--- src/rtl/seq_frame_tx_pkg.sv ---
// Shared definitions for the 10101 sequence link: transmitter state encoding
// and default preamble settings used by both the transmitter and the detector.
package seq_frame_tx_pkg;

    typedef enum logic [1:0] {
        ST_IDLE = 2'd0,
        ST_PRE  = 2'd1,
        ST_DATA = 2'd2,
        ST_PAR  = 2'd3
    } tx_state_e;

    localparam int         SEQ_PRE_W_DEF    = 5;
    localparam logic [4:0] SEQ_PREAMBLE_DEF = 5'b10101;

endpackage

--- src/rtl/seq_piso.sv ---
// Parallel-load, MSB-first shift register feeding the frame transmitter payload phase.
module seq_piso #(
    parameter int DATA_W = 8
) (
    input  logic              clk,
    input  logic              reset,
    input  logic              load,
    input  logic              shift,
    input  logic [DATA_W-1:0] din,
    output logic              msb
);

    logic [DATA_W-1:0] shreg_r;

    // Payload holding register: load wins over shift, zero fill from the right.
    always_ff @(posedge clk or negedge reset) begin
        if (!reset) begin
            shreg_r <= '0;
        end else if (load) begin
            shreg_r <= din;
        end else if (shift) begin
            shreg_r <= shreg_r << 1'b1;
        end else begin
            shreg_r <= shreg_r;
        end
    end

    assign msb = shreg_r[DATA_W-1];

endmodule

--- src/rtl/seq_frame_tx.sv ---
// Serial frame transmitter: preamble then MSB-first payload, one bit per clk.
// Define SEQ_TX_PARITY_EN to append an even-parity bit after the payload.
module seq_frame_tx
    import seq_frame_tx_pkg::*;
#(
    parameter int               DATA_W   = 8,
    parameter int               PRE_W    = SEQ_PRE_W_DEF,
    parameter logic [PRE_W-1:0] PREAMBLE = SEQ_PREAMBLE_DEF,
    parameter logic             IDLE_LVL = 1'b0
) (
    input  logic              clk,
    input  logic              reset,
    input  logic [DATA_W-1:0] din,
    input  logic              din_valid,
    output logic              din_ready,
    output logic              dout,
    output logic              dout_valid,
    output logic              busy,
    output logic              done
);

    localparam int CNT_W  = $clog2((PRE_W > DATA_W) ? PRE_W : DATA_W) + 1;
    localparam int PIDX_W = $clog2(PRE_W);
    localparam logic [CNT_W-1:0] CNT_ONE   = CNT_W'(1);
    localparam logic [CNT_W-1:0] PRE_LOAD  = CNT_W'(PRE_W - 1);
    localparam logic [CNT_W-1:0] DATA_LOAD = CNT_W'(DATA_W - 1);

`ifdef SEQ_TX_PARITY_EN
    localparam logic PAR_EN = 1'b1;
    logic par_r;
`else
    localparam logic PAR_EN = 1'b0;
`endif
    // A 1-bit payload without parity makes the first data bit the last frame bit.
    localparam logic DONE_AT_PRE = (DATA_W == 1) && !PAR_EN;

    tx_state_e        state_r;
    logic [CNT_W-1:0] cnt_r;
    logic [CNT_W-1:0] cnt_dec_s;
    logic             accept_s;
    logic             shift_s;
    logic             msb_s;

    assign cnt_dec_s = cnt_r - CNT_ONE;
    assign accept_s  = (state_r == ST_IDLE) && din_valid && din_ready;
    assign shift_s   = ((state_r == ST_PRE) && (cnt_r == '0)) ||
                       ((state_r == ST_DATA) && (cnt_r != '0));

    seq_piso #(.DATA_W(DATA_W)) u_piso (
        .clk   (clk),
        .reset (reset),
        .load  (accept_s),
        .shift (shift_s),
        .din   (din),
        .msb   (msb_s)
    );

    // Frame FSM; cnt_r is the index of the bit currently on dout within its phase.
    always_ff @(posedge clk or negedge reset) begin
        if (!reset) begin
            state_r    <= ST_IDLE;
            cnt_r      <= '0;
            dout       <= IDLE_LVL;
            dout_valid <= 1'b0;
            busy       <= 1'b0;
            done       <= 1'b0;
            din_ready  <= 1'b1;
`ifdef SEQ_TX_PARITY_EN
            par_r      <= 1'b0;
`endif
        end else begin
            case (state_r)
                ST_IDLE: begin
                    if (accept_s) begin
                        state_r    <= ST_PRE;
                        cnt_r      <= PRE_LOAD;
                        dout       <= PREAMBLE[PRE_W-1];
                        dout_valid <= 1'b1;
                        busy       <= 1'b1;
                        done       <= 1'b0;
                        din_ready  <= 1'b0;
`ifdef SEQ_TX_PARITY_EN
                        par_r      <= ^din;
`endif
                    end else begin
                        cnt_r      <= '0;
                        dout       <= IDLE_LVL;
                        dout_valid <= 1'b0;
                        busy       <= 1'b0;
                        done       <= 1'b0;
                        din_ready  <= 1'b1;
                    end
                end
                ST_PRE: begin
                    if (cnt_r == '0) begin
                        state_r <= ST_DATA;
                        cnt_r   <= DATA_LOAD;
                        dout    <= msb_s;
                        done    <= DONE_AT_PRE;
                    end else begin
                        cnt_r   <= cnt_dec_s;
                        dout    <= PREAMBLE[cnt_dec_s[PIDX_W-1:0]];
                        done    <= 1'b0;
                    end
                end
                ST_DATA: begin
                    if (cnt_r == '0) begin
`ifdef SEQ_TX_PARITY_EN
                        state_r <= ST_PAR;
                        cnt_r   <= '0;
                        dout    <= par_r;
                        done    <= 1'b1;
`else
                        state_r    <= ST_IDLE;
                        cnt_r      <= '0;
                        dout       <= IDLE_LVL;
                        dout_valid <= 1'b0;
                        busy       <= 1'b0;
                        done       <= 1'b0;
                        din_ready  <= 1'b1;
`endif
                    end else begin
                        cnt_r <= cnt_dec_s;
                        dout  <= msb_s;
                        done  <= (cnt_r == CNT_ONE) && !PAR_EN;
                    end
                end
`ifdef SEQ_TX_PARITY_EN
                ST_PAR: begin
                    state_r    <= ST_IDLE;
                    cnt_r      <= '0;
                    dout       <= IDLE_LVL;
                    dout_valid <= 1'b0;
                    busy       <= 1'b0;
                    done       <= 1'b0;
                    din_ready  <= 1'b1;
                end
`endif
                default: begin
                    state_r    <= ST_IDLE;
                    cnt_r      <= '0;
                    dout       <= IDLE_LVL;
                    dout_valid <= 1'b0;
                    busy       <= 1'b0;
                    done       <= 1'b0;
                    din_ready  <= 1'b1;
                end
            endcase
        end
    end

endmodule
--- config.mk ---
export PLATFORM = sky130hd
export DESIGN_NAME = seq_frame_tx
export DESIGN_NICKNAME = d
export VERILOG_FILES = /design/src/rtl/seq_frame_tx_pkg.sv /design/src/rtl/seq_piso.sv /design/src/rtl/seq_frame_tx.sv
export SDC_FILE = /design/constraint.sdc
export NUM_CORES = 1
export LEC_CHECK = 0
export BUFFER_PORTS_ARGS = -buffer_cell sky130_fd_sc_hd__buf_4
export CAP_MARGIN = 10
export CORE_MARGIN = 1.5
export CORE_UTILIZATION = 25
export CTS_BUF_LIST = sky130_fd_sc_hd__clkbuf_2 sky130_fd_sc_hd__clkbuf_4 sky130_fd_sc_hd__clkbuf_8
export CTS_CLUSTER_DIAMETER = 100
export DETAILED_ROUTE_END_ITERATION = 16
export HOLD_SLACK_MARGIN = 0.06
export SLEW_MARGIN = 20
export SYNTH_ARGS = -nofsm -noshare
export SYNTH_HDL_FRONTEND = slang
export SYNTH_HIERARCHICAL = 1
export SYNTH_SLANG_ARGS = --single-unit
--- constraint.sdc ---
create_clock -name clk -period 2.2 [get_ports clk]
set_input_delay 0.11 -clock clk [delete_from_list [all_inputs] [get_ports clk]]
set_output_delay 0.11 -clock clk [all_outputs]
set_load 0.02 [all_outputs]
==> impl_metrics.yaml <==
critical_path:
  worst-setup-path-type: "register to register"
  crit_path_cell_trace: "or4_4 > o21ai_0 > buf_4 > mux2i_1 > o21ai_1"
  cp.arrival_ns: 2.07
  r2r-end: "u_piso/shreg_r[1]$_DFFE_PN0P_"
  slowest_delay_ns: 0.60
  cpMaxStageDelayCell: "or4_4"
  crit_family: "simple AND/OR/NAND/NOR gates"
  cp_max_fo: 10
  r2r_cells: 5
  crit_path_end_kind: "register"
  crit_cells: 5
  critPathLaunch: "cnt_r[0]$_DFF_PN0_"
  cp.required_ns: 2.37
  critPathLaunchType: "register"
  r2r_slack_ns: 0.30
  crit_buf_inv: 1
  r2r-start: "cnt_r[0]$_DFF_PN0_"
cts:
  max-clock-path-buffers: 2
  path_clk_slew_ns: 0.10
  numCtsBuffers: 3
  cts_max_level: 1
  tritoncts: "built"
  numClockSinks: 18
  cts_root_buf: "clkbuf_4"
  postCtsSetupRepairBufs: 0
  insertion_delay_ns: 0.29
timing:
  drv_slew: 0
  fin_ws_ns: 0.300
  finalSetupViolations: 0
  slew_headroom_pct: 72.3
  finalCritPeriodShare_pct: 86.4
  fin_worst_skew_ns: 0.00921
  rsz0062_at_grt: "false"
  tns_ns: 0
  finalHoldViolCount: 0
  whs_ns: 0.212
  period_needed_ns: 1.90
  tightest_slew_ns: 0.415
  fmax_mhz: 526
placed_design:
  dp_hpwl_um: 1220
  place_congestion: 0.650
  portBuffers: 15
  place_ws_ns: 0.300
grt:
  gr-total-overflow: 0
  grt_pass1_vias: 700
  grtUsageTotal_pct: 10.3
  antenna_found_initial: 0
  grt_pass1_wl_um: 3270
  grt_max_degree: 19
cells_and_area:
  fin_nets: 120
  num_antenna_cells: 0
  final_layout_size_suffix_gt1_share_pct: 26.9
  area_growth_pct: 27.5
floorplanning:
  io_pins: 16
  dieArea_mm2: 0.00394
  fp.dieW_um: 62.8
  start_util_pct: 26.4
  core_mm2: 0.00339
  fp.dieH_um: 62.8
  rows: 21
synthesis:
  ys.flop_type: "dfrtp_1"
  yosysUniqueCellTypes: 30
  yosysSeqAreaShare_pct: 50.6
  synth_area_leaders: "dfrtp_1 (48%), mux2i_1 (7.8%), buf_6 (5.0%)"
  syn_avg_cell_area_um2: 10.6
  yosys_warnings: 6
  synth_top_area_cell: "dfrtp_1"
  yosysMostFrequentCell: "dfrtp_1"
  syn-cell-area_um2: 893
  synth_top_cells_by_count: "dfrtp_1 (17), nand2_1 (12), mux2i_1 (7), o21ai_0 (7), o21ai_1 (7)"
  syn_inst: 84
  synth_edf_count: 0
  ys_seq_elements: 18
  synth_top_area_share_pct: 47.6
  postSynth.asyncResetShare_pct: 100
  synth.net_count: 95
power_and_ir_drop:
  leakage_nw: 0.502
  powerDensity_mw_per_mm2: 1210
  peakVddDrop_mv: 0.668
route:
  ant_nets: 0
  firstDrtPassIters: 4
  first_iter_violations: 26
  wl_um: 1830
  viasPerCell: 4.48
  avgRoutedWirePerCell_um: 11.9
  drc: 0
  vias: 690
worst_hold_path:
  hp-class: "input port to asynchronous set/reset pin"
run_status:
  outcome: "completed"
job:
  drv_cap: 0
==> logic make-up (layout without fill, tap and decap cells) <==
family	after synthesis	after routing	share of synthesized area [%]
buf+inv	6	30	6.30
simple gates	29	29	18.5
xor+xnor	1	1	0.981
compound gates	22	22	14.6
flops	18	18	50.6
mux	8	8	9.10
==> how the worst max path moves through the flow <==
stage / slack (ns) / end
finish: 0.30 / u_piso/shreg_r[1]$_DFFE_PN0P_
global route: 0.12 / u_piso/shreg_r[6]$_DFFE_PN0P_
CTS: 0.28 / u_piso/shreg_r[6]$_DFFE_PN0P_
detailed placement: 0.30 / u_piso/shreg_r[6]$_DFFE_PN0P_
global placement: 0.37 / u_piso/shreg_r[1]$_DFFE_PN0P_
floorplan: 0.42 / u_piso/shreg_r[1]$_DFFE_PN0P_
==> through the flow <==
step	power [W]	util, %	std cells	instance area [µm²]
3_5_place_dp	0.00119	30.0	141	1020
3_3_place_gp	0.00116	30.0	141	1020
5_1_grt	0.00150	33.6	154	1140
6_report	0.00138	33.6	154	1140
2_1_floorplan	0.00107	-	84	893
4_1_cts	0.00138	33.6	154	1140
==> layout by cell type (no fill, tap or decap) <==
cell,netlist,routed
nand2_4,1,1
or4_4,1,1
nor2b_1,2,2
nand2b_1,2,2
dlygate4sd3_1,0,9
and4b_2,1,1
nor3_1,1,1
mux2i_1,7,7
a21oi_1,2,2
dfrtp_1,17,17
mux2_2,1,1
clkbuf_4,0,4
nor2_1,3,3
buf_4,1,16
a31oi_1,1,1
nand2_1,12,12
o21ai_0,7,7
nand4bb_1,1,1
or2_2,1,1
o31a_2,1,1
a22o_1,1,1
o21ai_1,7,7
inv_1,1,1
xnor2_1,1,1
dfstp_2,1,1
o21a_1,1,1
o211ai_1,1,1
nand3_1,2,2
and2b_2,1,1
o22a_2,1,1
nor4b_1,1,1
==> sequential cells by signal, indices dropped and copies added (netlist names) <==
name            flops
u_piso/shreg_r      8
cnt_r               4
state_r             2
busy                1
din_ready           1
done                1
dout                1
==> area by class of cell <==
| type | instances | area [µm²] |
|---|---|---|
| inverter | 1 | 3.75 |
| fill | 346 | 2250 |
| sequential | 18 | 452 |
| timing repair buffer | 25 | 210 |
| tap | 46 | 57.6 |
| multi-input combinational | 60 | 385 |
| clock buffer | 4 | 30.0 |
==> power by group <==
| group | internal (W) | switching, W | leakage (nW) | total, W |
|---|---|---|---|---|
| logic | 0.000299 | 0.000306 | 0.254 | 0.000605 |
| clock network | 0.0000827 | 0.0000977 | 0.0184 | 0.000180 |
| registers | 0.000466 | 0.000124 | 0.229 | 0.000591 |
| total | 0.000848 | 0.000528 | 0.502 | 0.00138 |
==> routing by layer <==
| metal | vias up | global-route usage (%) | wire length, µm |
|---|---|---|---|
| met5 | - | 0 | 0 |
| met2 | 10 | 16.8 | 872 |
| met1 | 339 | 13.5 | 884 |
| met4 | 0 | 3.33 | 14 |
| met3 | 2 | 2.52 | 55 |
| li1 | 339 | - | - |
==> repair_timing <==
action | CTS | global route
resized for setup | 0 | 0
hold buffers | 9 | 0
hold endpoints to repair | 26 | 0
(Power assumes the default switching activity.)
